[src/rtl/mac_tx_arbiter.sv]
// mac_tx_arbiter: packet-level round-robin arbiter in front of the MAC tx path.
// NUM_SRC frame sources share one 8-bit stream. One source is granted per frame
// and keeps the grant until its last beat is accepted, so frames never interleave.
// Optional feature macro: MAC_TX_ARB_GAP_EN inserts GAP_CYCLES idle cycles after
// every frame. Without it the GAP state and its counter do not exist.
module mac_tx_arbiter #(
    parameter int NUM_SRC    = 3,
    parameter int CNT_WIDTH  = 16,
    parameter int GAP_CYCLES = 12
) (
    input  logic                   logic_clk,
    input  logic                   logic_rst_n,
    input  logic [NUM_SRC*8-1:0]   src_data_in,
    input  logic [NUM_SRC-1:0]     src_valid_in,
    output logic [NUM_SRC-1:0]     src_ready_out,
    input  logic [NUM_SRC-1:0]     src_last_in,
    output logic [7:0]             mac_rnet_data_out,
    output logic                   mac_rnet_valid_out,
    input  logic                   mac_rnet_ready_in,
    output logic                   mac_rnet_last_out,
    output logic [NUM_SRC-1:0]     arb_grant_out,
    output logic                   arb_busy_out,
    output logic [CNT_WIDTH-1:0]   arb_frame_cnt_out
);

    localparam int PTR_W = (NUM_SRC > 1) ? $clog2(NUM_SRC) : 1;

    typedef enum logic [1:0] {
        ST_IDLE = 2'b00,
        ST_XFER = 2'b01,
        ST_GAP  = 2'b10
    } state_t;

    state_t               state_r;
    state_t               state_nxt_s;
    logic [NUM_SRC-1:0]   grant_r;
    logic [NUM_SRC-1:0]   sel_s;
    logic [PTR_W-1:0]     rr_ptr_r;
    logic [PTR_W-1:0]     cand_s;
    logic                 found_s;
    logic [PTR_W-1:0]     grant_idx_s;
    logic [PTR_W-1:0]     next_ptr_s;
    logic [CNT_WIDTH-1:0] frame_cnt_r;
    logic                 any_req_s;
    logic                 last_xfer_s;
    logic [7:0]           mux_data_s;
    logic                 mux_valid_s;
    logic                 mux_last_s;

`ifdef MAC_TX_ARB_GAP_EN
    localparam logic [7:0] GAP_LOAD = 8'(GAP_CYCLES - 1);
    logic [7:0] gap_cnt_r;
`endif

    assign any_req_s = |src_valid_in;

    // Round-robin pick: first requester at or above rr_ptr_r, searching cyclically
    always_comb begin
        sel_s   = {NUM_SRC{1'b0}};
        found_s = 1'b0;
        cand_s  = {PTR_W{1'b0}};
        for (int i = 0; i < NUM_SRC; i++) begin
            cand_s = PTR_W'((int'(rr_ptr_r) + i) % NUM_SRC);
            if (!found_s && src_valid_in[cand_s]) begin
                sel_s[cand_s] = 1'b1;
                found_s       = 1'b1;
            end else begin
                found_s = found_s;
            end
        end
    end

    // Encode the one-hot grant into an index and derive the next round-robin start
    always_comb begin
        grant_idx_s = {PTR_W{1'b0}};
        for (int i = 0; i < NUM_SRC; i++) begin
            if (grant_r[i]) begin
                grant_idx_s = PTR_W'(i);
            end else begin
                grant_idx_s = grant_idx_s;
            end
        end
        if (grant_idx_s == PTR_W'(NUM_SRC - 1)) begin
            next_ptr_s = {PTR_W{1'b0}};
        end else begin
            next_ptr_s = grant_idx_s + PTR_W'(1'b1);
        end
    end

    // Zero-latency passthrough of the granted source; grant is zero outside XFER
    always_comb begin
        mux_data_s  = 8'h00;
        mux_valid_s = 1'b0;
        mux_last_s  = 1'b0;
        for (int i = 0; i < NUM_SRC; i++) begin
            if (grant_r[i]) begin
                mux_data_s  = mux_data_s | src_data_in[8*i +: 8];
                mux_valid_s = mux_valid_s | src_valid_in[i];
                mux_last_s  = mux_last_s | src_last_in[i];
            end else begin
                mux_data_s  = mux_data_s;
                mux_valid_s = mux_valid_s;
                mux_last_s  = mux_last_s;
            end
        end
    end

    assign last_xfer_s = (state_r == ST_XFER) & mux_valid_s & mac_rnet_ready_in & mux_last_s;

    // FSM state register
    always_ff @(posedge logic_clk or negedge logic_rst_n) begin
        if (!logic_rst_n) begin
            state_r <= ST_IDLE;
        end else begin
            state_r <= state_nxt_s;
        end
    end

    // FSM next-state logic
    always_comb begin
        state_nxt_s = state_r;
        case (state_r)
            ST_IDLE: begin
                if (any_req_s) begin
                    state_nxt_s = ST_XFER;
                end else begin
                    state_nxt_s = ST_IDLE;
                end
            end
            ST_XFER: begin
                if (last_xfer_s) begin
`ifdef MAC_TX_ARB_GAP_EN
                    state_nxt_s = ST_GAP;
`else
                    state_nxt_s = ST_IDLE;
`endif
                end else begin
                    state_nxt_s = ST_XFER;
                end
            end
            ST_GAP: begin
`ifdef MAC_TX_ARB_GAP_EN
                if (gap_cnt_r == 8'd0) begin
                    state_nxt_s = ST_IDLE;
                end else begin
                    state_nxt_s = ST_GAP;
                end
`else
                state_nxt_s = ST_IDLE;
`endif
            end
            default: begin
                state_nxt_s = ST_IDLE;
            end
        endcase
    end

    // FSM outputs: stream passthrough, per-source ready and busy flag
    always_comb begin
        mac_rnet_data_out  = mux_data_s;
        mac_rnet_valid_out = mux_valid_s;
        mac_rnet_last_out  = mux_last_s;
        src_ready_out      = grant_r & {NUM_SRC{mac_rnet_ready_in}};
        arb_grant_out      = grant_r;
        arb_frame_cnt_out  = frame_cnt_r;
        if (state_r != ST_IDLE) begin
            arb_busy_out = 1'b1;
        end else begin
            arb_busy_out = 1'b0;
        end
    end

    // Grant, round-robin pointer and frame counter
    always_ff @(posedge logic_clk or negedge logic_rst_n) begin
        if (!logic_rst_n) begin
            grant_r     <= {NUM_SRC{1'b0}};
            rr_ptr_r    <= {PTR_W{1'b0}};
            frame_cnt_r <= {CNT_WIDTH{1'b0}};
        end else if ((state_r == ST_IDLE) && any_req_s) begin
            grant_r     <= sel_s;
            rr_ptr_r    <= rr_ptr_r;
            frame_cnt_r <= frame_cnt_r;
        end else if (last_xfer_s) begin
            grant_r     <= {NUM_SRC{1'b0}};
            rr_ptr_r    <= next_ptr_s;
            frame_cnt_r <= frame_cnt_r + {{(CNT_WIDTH-1){1'b0}}, 1'b1};
        end else begin
            grant_r     <= grant_r;
            rr_ptr_r    <= rr_ptr_r;
            frame_cnt_r <= frame_cnt_r;
        end
    end

`ifdef MAC_TX_ARB_GAP_EN
    // Inter-frame gap down-counter, loaded on the last beat of each frame
    always_ff @(posedge logic_clk or negedge logic_rst_n) begin
        if (!logic_rst_n) begin
            gap_cnt_r <= 8'd0;
        end else if (last_xfer_s) begin
            gap_cnt_r <= GAP_LOAD;
        end else if ((state_r == ST_GAP) && (gap_cnt_r != 8'd0)) begin
            gap_cnt_r <= gap_cnt_r - 8'd1;
        end else begin
            gap_cnt_r <= gap_cnt_r;
        end
    end
`endif

endmodule
[config.mk]
export PLATFORM = sky130hd
export DESIGN_NAME = mac_tx_arbiter
export DESIGN_NICKNAME = d
export VERILOG_FILES = /design/src/rtl/mac_tx_arbiter.sv
export SDC_FILE = /design/constraint.sdc
export NUM_CORES = 1
export LEC_CHECK = 0
export CAP_MARGIN = 20
export CORE_MARGIN = 3
export CORE_UTILIZATION = 41
export CTS_CLUSTER_SIZE = 10
export DETAILED_ROUTE_END_ITERATION = 8
export PLACE_DENSITY_LB_ADDON = 0.12
export SLEW_MARGIN = 20
export SYNTH_ARGS = -nofsm -noshare
export SYNTH_HDL_FRONTEND = slang
export SYNTH_SLANG_ARGS = --single-unit
[constraint.sdc]
create_clock -name logic_clk -period 2.3 [get_ports logic_clk]
set_input_delay 0.575 -clock logic_clk [delete_from_list [all_inputs] [get_ports logic_clk]]
set_output_delay 0.575 -clock logic_clk [all_outputs]
set_load 0.01 [all_outputs]
* After elaboration in Yosys (flattened, before gate mapping)
Cells that the tools add are included.
Word-level totals: register bits 23, input bits 33, output and inout bits 33, word-level logic and storage cells 80
Cells by class: add/sub/neg operators 4, div/mod/pow operators 3, magnitude comparators 6, equality and inequality tests 2, multiplexer cells 35, bitwise gates (word level) 13, reduce and logical (&&, ||, !) cells 13
Operators by type and width (number):
- remainder unit 32 x 3 -> 32 bit, second input constant | 2
- remainder unit 3 x 3 -> 32 bit, second input constant | 1
- two-way mux 8 bit | 3
- two-way mux 1 bit | 18
- adder 16 x 1 -> 16 bit, second input constant | 1
- OR 8 bit | 2
- two-way mux 3 bit | 5
- less-than comparator 2 x 3 -> 1 bit, second input constant | 3
- binary-select mux 1 bit (select 2 bit) | 3
- demux 1 bit (select 2 bit) | 3
- >= comparator 2 x 1 -> 1 bit, second input constant | 3
- logical AND 1 bit | 6
- OR 3 bit | 2
- two-way mux 2 bit | 2
- OR 1 bit | 4
- case mux 2 bit (2 select lines) | 1
- nonzero test 2 bit | 2
- adder 2 x 1 -> 3 bit, second input constant | 1
- adder 2 x 2 -> 3 bit, second input constant | 1
- AND 1 bit | 3
- AND 3 bit | 1
- OR reduction 3 bit | 1
- adder 2 x 1 -> 2 bit, second input constant | 1
- equality test 2 x 1 -> 1 bit, second input constant | 1
- other kinds (5) | 6

* Depth between registers and ports, before layout
Gate-level depths: netlist of the first run.
depth in word-level cells 11, gate-level depth with buffers 8, gate-level depth less buffers 7

* Worst setup path before layout of the first run
OpenSTA, ideal clock, no wires.
path type input to output, from input src_valid_in[2], to output mac_rnet_valid_out, arrival 1430 ps, required time 1725 ps, slack 295 ps, cell stages on the path 3, buffers on the path 1, path through buf_2 > a222oi_1 > inv_1
Between the ends: longest elaborated chain between the ends 2
Ends and longest elaborated chain:
- from (decl) | RTL line 14 | input logic [NUM_SRC-1:0] src_valid_in,
- OR 1 bit | RTL line 98 | mux_valid_s = mux_valid_s | src_valid_in[i];
- two-way mux 1 bit | RTL line 96 | if (grant_r[i]) begin
- to (decl) | RTL line 18 | output logic mac_rnet_valid_out,
Every way passes these cells.

* Final worst setup path of the first run
from input src_data_in[1], to output mac_rnet_data_out[1]
Between the ends: longest elaborated chain between the ends 5
Ends and longest elaborated chain:
- from (decl) | RTL line 13 | input logic [NUM_SRC*8-1:0] src_data_in,
- two-way mux 8 bit (*) | RTL line 96
- OR 8 bit | RTL line 97 | mux_data_s = mux_data_s | src_data_in[8*i +: 8];
- two-way mux 8 bit (*) | RTL line 96
- OR 8 bit | RTL line 97
- two-way mux 8 bit (*) | RTL line 96
- to (decl) | RTL line 17 | output logic [7:0] mac_rnet_data_out,
Every way passes the cells marked *; elsewhere a longest branch is shown, timed or not.

==> qor.csv, run 1 <==
stage,metric,value,unit
status,status,finished clean,
finish,area growth from synthesis to layout,59.26,%
timing,Final Hold Fails,0,
synthesis,sequential share of the synthesized area,38.97,%
run,MaxCap Viol Count,0,
timing,final-report setup violation count,0,
grt,initial antenna violation count,0,
floorplanning,die area,0.004185,mm²
routing,met3 WL,154,µm
synthesis,Synth Cell Area,0.001413,mm²
min_path,Hold Crit Depth,1,
synthesis,Synth area leaders,"dfrtp_1 (39%), a222oi_1 (7.1%), xor2_1 (5.0%), ha_1 (4.4%), xnor2_1 (4.3%)",
timing,Worst-Margin Slew,0.5581,ns
timing,clock skew,0.002608,ns
critical_path,Startpoint Class,input pin,
routing,Top Layer Used,met4,
timing,Peak Freq,443.5,MHz
power,Pwr Total,1.815,mW
critical_path,R2R Setup Slk,0.31,ns
critical_path,crit path cell chain,clkdlybuf4s50_1 > a222oi_1 > inv_1 > dlygate4sd2_1,
synthesis,cell count after synthesis,153,
routing,final WL,4092,µm
grt,Overflow after GRT,0,
timing,RSZ-0062 raised after global routing,no,
routing,initial drt markers,104,
clocking,# H-tree levels,1,
routing,Metal-1 WL,1688,µm
clocking,clock sink total,22,
critical_path,Crit Path Max Fanout,1,
synthesis,most common flop cell mapped by yosys,dfrtp_1,
floorplanning,Die Width,64.70,µm
clocking,Num CTS Buffers,3,
floorplanning,core area,0.003178,mm²
timing,Max Slew Vio Count,0,
critical_path,required time of the critical path,1.73,ns
synthesis,syn_nets,191,
routing,vias per inst,5.394,
min_path,hold path endpoint,arb_frame_cnt_out[15],
floorplanning,IO Count,66,
finish,Inserted Diodes,0,
clocking,Clock Path Buffers,2,
synthesis,"EDFF count, synth",0,
min_path,worst min-delay path class,reg -> reg,
clocking,TritonCTS clock tree,built,
timing,fin crit period,2.255,ns
critical_path,critical path type,in -> out,
finish,share of cells above drive strength 1,13.91,%
finish,# nets final,269,
power,Cell Pwr Density,806.9,mW/mm²
clocking,worst-skew pair later-pin latency,0.32,ns
routing,DRC errors left,0,
synthesis,#FFs+latches synth,22,
synthesis,top cell type by total area after synthesis,dfrtp_1,
placement,Final GP Congestion,0.8379,
synthesis,Syn. warnings,0,
critical_path,worst reg2reg startpoint,rr_ptr_r[0],
critical_path,element type at the critical path end,output pin,
placement,I/O Buffers,65,
timing,period utilization,98.05,%
finish,number of fillers in the final layout,249,
routing,met2 WL post-DR,2152,µm
floorplanning,Initial Util,44.45,%
grt,vias in the first global route,1487,
timing,setup TNS,0,ns
power,"IR drop worst, VDD",0.3964,mV
critical_path,Crit path depth,4,
timing,slew margin rel.,62.51,%
routing,DR pass1 iterations,4,
critical_path,R2R cell count,7,
floorplanning,site row count,20,
routing,Post-DRT Antenna Nets,0,
critical_path,Worst Path Buf+Inv,3,
routing,vias post-DR,1478,
floorplanning,Die H,64.70,µm
routing,DR WL/cell,14.93,µm
critical_path,Max stage delay on crit path,0.40,ns
grt,largest net degree at the start of global routing,23,
critical_path,Arrival @ worst endpoint,1.68,ns
critical_path,R2R Path End,arb_grant_out[1],
synthesis,synth unique cells,36,
grt,All-Layer GR Usage,20.29,%
min_path,hold_sp,arb_frame_cnt_out[15],
synthesis,Avg Inst Size Synth,9.233,µm²
placement,hpwl dp,3248,µm
power,P_leak,1.084,nW
critical_path,"Largest delay share family, worst path",buffers and inverters,
clocking,clock-pin slew on the worst setup and hold paths,0.13,ns
synthesis,Synth top area share,38.97,%
synthesis,Post-synth ARST share,100.0,%
clocking,Root Driver,clkbuf_4,
critical_path,CP max stage cell,clkdlybuf4s50_1,
timing,hold_ws,0.4833,ns
grt,first-pass GRT wire length,6810,µm
-- power breakdown --
part	leakage, nW	internal (mW)	switching (mW)	total (mW)
clock network	0.0279	0.176	0.129	0.305
logic	0.769	0.501	0.492	0.994
registers	0.287	0.441	0.0756	0.516
-- state kept, by name (all words and copies together), names as in the netlist --
register and flops:
arb_frame_cnt_out 16, arb_grant_out 3, rr_ptr_r 2, state_r 1
-- layout by cell type (no fill, tap or decap), types with 2 or more instances in the layout --
cell / count
a21oi_1: 3
a222oi_1: 10
a31oi_1: 2
and2_1: 3
buf_4: 14
clkbuf_4: 3
clkdlybuf4s15_1: 2
clkdlybuf4s50_1: 52
dfrtp_1: 19
dfrtp_2: 3
dlygate4sd2_1: 9
ha_1: 5
inv_1: 15
mux2i_1: 2
nand2_1: 15
nand3_1: 8
nand3_2: 3
nand4_1: 5
nor2_1: 5
nor2b_1: 5
nor3_1: 5
o211ai_1: 3
o21ai_0: 5
xnor2_1: 7
xor2_1: 8
-- layout make-up --
cell class	instances	area [µm²]	area share [%]
repair buffers	80	754.5	33.54
inverters	15	56.30	2.503
well taps	44	55.05	2.447
flip-flops and latches	22	554.3	24.64
clock inverters	1	30.03	1.335
clock buffers	3	22.52	1.001
multi-input cells	109	777.0	34.54
-- cells by family (layout without fill, tap and decap cells) --
| family | count (synthesis) | count (layout) | share of synthesized area [%] |
|---|---|---|---|
| adders and majority gates | 5 | 5 | 4.429 |
| and+or+nand+nor | 57 | 57 | 23.30 |
| DFF | 22 | 22 | 38.97 |
| AOI/OAI and AO/OA | 30 | 30 | 16.56 |
| xor gates and xnor gates | 15 | 15 | 9.301 |
| muxes | 2 | 2 | 1.417 |
| buffers and inverters | 22 | 99 | 6.023 |
-- worst register-to-register path: stages, from the launching register on --
cell and delay, ns:
dfrtp_1 0.43, inv_1 0.08, ha_1 0.46, a21boi_0 0.14, a221oi_1 0.35, o21a_1 0.20, nand3_1 0.09, a31oi_1 0.18
-- metrics by stage --
| step | cells | area [µm²] | util [%] | setup slack (ns) |
|---|---|---|---|---|
| 2_1_floorplan | 153 | 1413 | - | 0.2950 |
| 3_3_place_gp | 268 | 2187 | 68.82 | -0.2674 |
| 3_5_place_dp | 268 | 2187 | 68.82 | -0.2704 |
| 4_1_cts | 273 | 2242 | 70.55 | 0.01251 |
| 5_1_grt | 274 | 2250 | 70.79 | 0.001318 |
| 6_report | 274 | 2250 | 70.79 | 0.04496 |
-- Yosys cell counts, types with 5 or more instances --
library cell,instances
a222oi_1,10
clkbuf_1,5
dfrtp_1,22
ha_1,5
inv_1,15
nand2_1,15
nand3_1,8
nand4_1,5
nor2_1,5
nor2b_1,5
nor3_1,5
o21ai_0,5
xnor2_1,7
xor2_1,8
-- worst max-delay path by stage --
stage                                      end  slack (ns)            start
after floorplan             mac_rnet_valid_out        0.29  src_valid_in[2]
after global placement      mac_rnet_valid_out       -0.27  src_valid_in[0]
after detailed placement    mac_rnet_valid_out       -0.27  src_valid_in[0]
after CTS                    mac_rnet_last_out        0.01   src_last_in[0]
after global routing        mac_rnet_valid_out       0.001  src_valid_in[0]
final                     mac_rnet_data_out[1]        0.04   src_data_in[1]
-- layer usage --
layer  track usage [%]  up-vias
li1                  -      710
met1             24.62      706
met2             36.21       52
met3             2.426       10
met4             8.179        0
met5                 0        -
-- timing repair --
| item | 4_1_cts | 5_1_grt |
|---|---|---|
| endpoints found under the setup margin | 13 | 5 |
| buffers inserted | 1 | 1 |
| hold buffers | 0 | 0 |
| pin swaps | 2 | 3 |
| gates resized for setup | 18 | 5 |
Power figures use the tool's default switching activity.
==> inputs of run 2 (changes only) <==
CELL_PAD_IN_SITES_DETAIL_PLACEMENT = 1   (was default)
CELL_PAD_IN_SITES_GLOBAL_PLACEMENT = 1   (was default)
CORE_UTILIZATION = 29   (was 41)
HOLD_SLACK_MARGIN = 0.1   (was default)
==> run 2 against run 1 <==
Compared with the run above:
- global-route usage is 3.5 points lower
- combinational power is 1% lower
- die area rose by 37%
- count of clock-buffer cells in the layout unchanged
- maximum frequency up 1.3%
- setup slack better by 0.028 ns
- core utilization decreased by 21 points
- clock power is 23% lower
- non-clock buffer count down 2
- via count shrank 0.74%
- wire length rose by 12%
- power fell by 4.9%
- critical endpoint is now mac_rnet_last_out
- highest routed layer unchanged
==> qor.csv, run 2 (synthesis results as in run 1) <==
stage,metric,value,unit,change
status,status,finished clean,,
clocking,Clock Path Buffers,2,,unchanged
min_path,hold path endpoint,arb_frame_cnt_out[10],,
grt,vias in the first global route,1578,,+6.1%
finish,area growth from synthesis to layout,58.55,%,
min_path,worst min-delay path class,reg -> reg,,
timing,final setup margin,0.07324,ns,+0.02828 ns
grt,first-pass GRT wire length,7431,µm,+9.1%
finish,flip-flop count of the largest register after layout,16,,unchanged
floorplanning,Die Width,75.79,µm,+17%
finish,Inserted Diodes,0,,unchanged
routing,vias per inst,5.024,,-6.9%
critical_path,"Largest delay share family, worst path",buffers and inverters,,
timing,Peak Freq,449.1,MHz,+1.3%
critical_path,R2R cell count,7,,unchanged
placement,Final GP Congestion,0.8650,,+3.2%
timing,Final Hold Fails,0,,unchanged
critical_path,crit path cell chain,clkdlybuf4s50_1 > a222oi_1 > buf_4 > inv_1 > buf_2,,
floorplanning,Die H,75.79,µm,+17%
clocking,clock-pin slew on the worst setup and hold paths,0.07,ns,-0.06 ns
clocking,CTS hold repair buffers,0,,unchanged
timing,slew margin rel.,62.80,%,+0.29 points
finish,most frequent cells in the layout,"clkdlybuf4s50_1 (50), dfrtp_1 (22), inv_1 (15), nand2_1 (15), buf_4 (13)",,
clocking,TritonCTS clock tree,built,,
clocking,worst-skew pair later-pin latency,0.26,ns,-0.06 ns
finish,share of cells above drive strength 1,11.89,%,-2.0 points
grt,Overflow after GRT,0,,unchanged
clocking,# H-tree levels,1,,unchanged
placement,hpwl dp,3675,µm,+13%
critical_path,worst reg2reg startpoint,rr_ptr_r[0],,
floorplanning,die area,0.005744,mm²,+37%
routing,final WL,4574,µm,+12%
power,P_leak,1.084,nW,about the same
power,Pwr Total,1.727,mW,-4.9%
finish,number of fillers in the final layout,522,,+110%
critical_path,required time of the critical path,1.73,ns,about the same
critical_path,element type at the critical path end,output pin,,
placement,I/O Buffers,65,,unchanged
floorplanning,IO Count,66,,unchanged
clocking,Root Driver,clkbuf_8,,
grt,initial antenna violation count,0,,unchanged
min_path,hold_sp,arb_frame_cnt_out[10],,
critical_path,CP max stage cell,clkdlybuf4s50_1,,
placement,pre-CTS setup slack,-0.3133,ns,-0.04285 ns
floorplanning,core area,0.004534,mm²,+43%
placement,placed insts,288,,+7.5%
clocking,Num CTS Buffers,3,,unchanged
finish,"most common cell after layout, fill and taps aside",clkdlybuf4s50_1,,
routing,DR WL/cell,15.66,µm,+4.9%
power,Cell Pwr Density,771.1,mW/mm²,-4.4%
run,MaxCap Viol Count,0,,unchanged
finish,Storage cell area,550.5,µm²,-0.68%
finish,# nets final,267,,-0.74%
timing,final-report setup violation count,0,,unchanged
critical_path,critical path type,in -> out,,
critical_path,Worst Path Buf+Inv,4,,+1
critical_path,Max stage delay on crit path,0.40,ns,about the same
routing,Post-DRT Antenna Nets,0,,unchanged
timing,clock skew,0.001122,ns,-0.001485 ns
timing,Max Slew Vio Count,0,,unchanged
timing,fin crit period,2.227,ns,-0.02828 ns
routing,DRC errors left,0,,unchanged
routing,vias post-DR,1467,,-0.74%
timing,hold_ws,0.4923,ns,+0.008976 ns
finish,Final Non-Filler Cells,292,,+6.6%
timing,period utilization,96.82,%,-1.2 points
critical_path,Arrival @ worst endpoint,1.65,ns,-0.03 ns
min_path,Hold Crit Depth,1,,unchanged
finish,multi-input logic area,777.0,µm²,unchanged
power,"IR drop worst, VDD",0.3399,mV,-14%
floorplanning,site row count,24,,+20%
critical_path,Startpoint Class,input pin,,
critical_path,Crit Path Max Fanout,2,,+1
grt,All-Layer GR Usage,16.74,%,-3.5 points
critical_path,R2R Path End,arb_grant_out[0],,
timing,RSZ-0062 raised after global routing,no,,
critical_path,R2R Setup Slk,0.33,ns,+0.02 ns
placement,Placed Area,0.002206,mm²,+0.86%
floorplanning,Initial Util,31.15,%,-13 points
routing,DR pass1 iterations,5,,+1
timing,Worst-Margin Slew,0.5538,ns,-0.004340 ns
finish,Finished Cell Area,0.002240,mm²,-0.44%
grt,largest net degree at the start of global routing,23,,unchanged
routing,initial drt markers,99,,-4.8%
clocking,clock sink total,22,,unchanged
## run 2: changes by cell type in the layout (fill, tap and decap cells not counted)
| cell | before | now |
|---|---|---|
| bufinv_16 | 1 | 0 |
| buf_12 | 1 | 0 |
| clkbuf_4 | 3 | 0 |
| buf_6 | 0 | 1 |
| clkbuf_8 | 0 | 3 |
| dlymetal6s2s_1 | 0 | 2 |
| clkdlybuf4s50_1 | 52 | 50 |
| dfrtp_2 | 3 | 0 |
| dfrtp_1 | 19 | 22 |
| buf_4 | 14 | 13 |
| clkdlybuf4s15_1 | 2 | 1 |
## run 2: what timing repair did
action	CTS	global route
buffers inserted	0	1
endpoints found under the setup margin	13	9
resized for setup	19	6
endpoints found under the hold margin	0	0
pin swaps	3	9
## run 2: layer usage
layer	global-route usage, %	part of all wire [%]	up-vias
li1	-	-	703
met1	21.05	43	691
met2	28.52	48	67
met3	3.958	7.8	6
met4	4.660	1.2	0
met5	0	0	-
## run 2: cell type report
type	count	area share, %
timing repair buffer	78	32.74
clock buffer	3	1.844
inverter	15	2.514
tap	65	3.631
sequential	22	24.58
multi-input combinational	109	34.69
## run 2: per-stage QoR
stage	setup TNS (ns)	utilization, %
after CTS	0	49.03
after global routing	0	49.39
after floorplan	0	-
after detailed placement	-2.043	48.65
final	0	49.39
after global placement	-1.866	48.65
## run 2: how the worst max path moves through the flow
stage / to / from / depth (start not counted) / slack [ns]
final: mac_rnet_last_out / src_last_in[0] / 5 / 0.07
after global routing: mac_rnet_data_out[4] / src_data_in[4] / 4 / 0.002
after CTS: mac_rnet_data_out[1] / src_data_in[1] / 4 / 0.005
after detailed placement: mac_rnet_valid_out / src_valid_in[0] / 4 / -0.31
after global placement: mac_rnet_valid_out / src_valid_in[0] / 4 / -0.33
after floorplan: mac_rnet_valid_out / src_valid_in[2] / 3 / 0.29
## run 2: power breakdown
part / total [mW] / leakage (nW) / internal [mW] / switching (mW)
clock: 0.234 / 0.0216 / 0.117 / 0.117
sequential: 0.508 / 0.292 / 0.437 / 0.0710
combinational: 0.984 / 0.771 / 0.475 / 0.510
==> inputs of run 3 (changes only) <==
CAP_MARGIN = default   (was 20)
CELL_PAD_IN_SITES_DETAIL_PLACEMENT = default   (was 1)
CELL_PAD_IN_SITES_GLOBAL_PLACEMENT = default   (was 1)
CORE_UTILIZATION = 41   (was 29)
==> results of run 3 <==
Same layout as run 1: the final DEF is identical, and so are final timing and power.
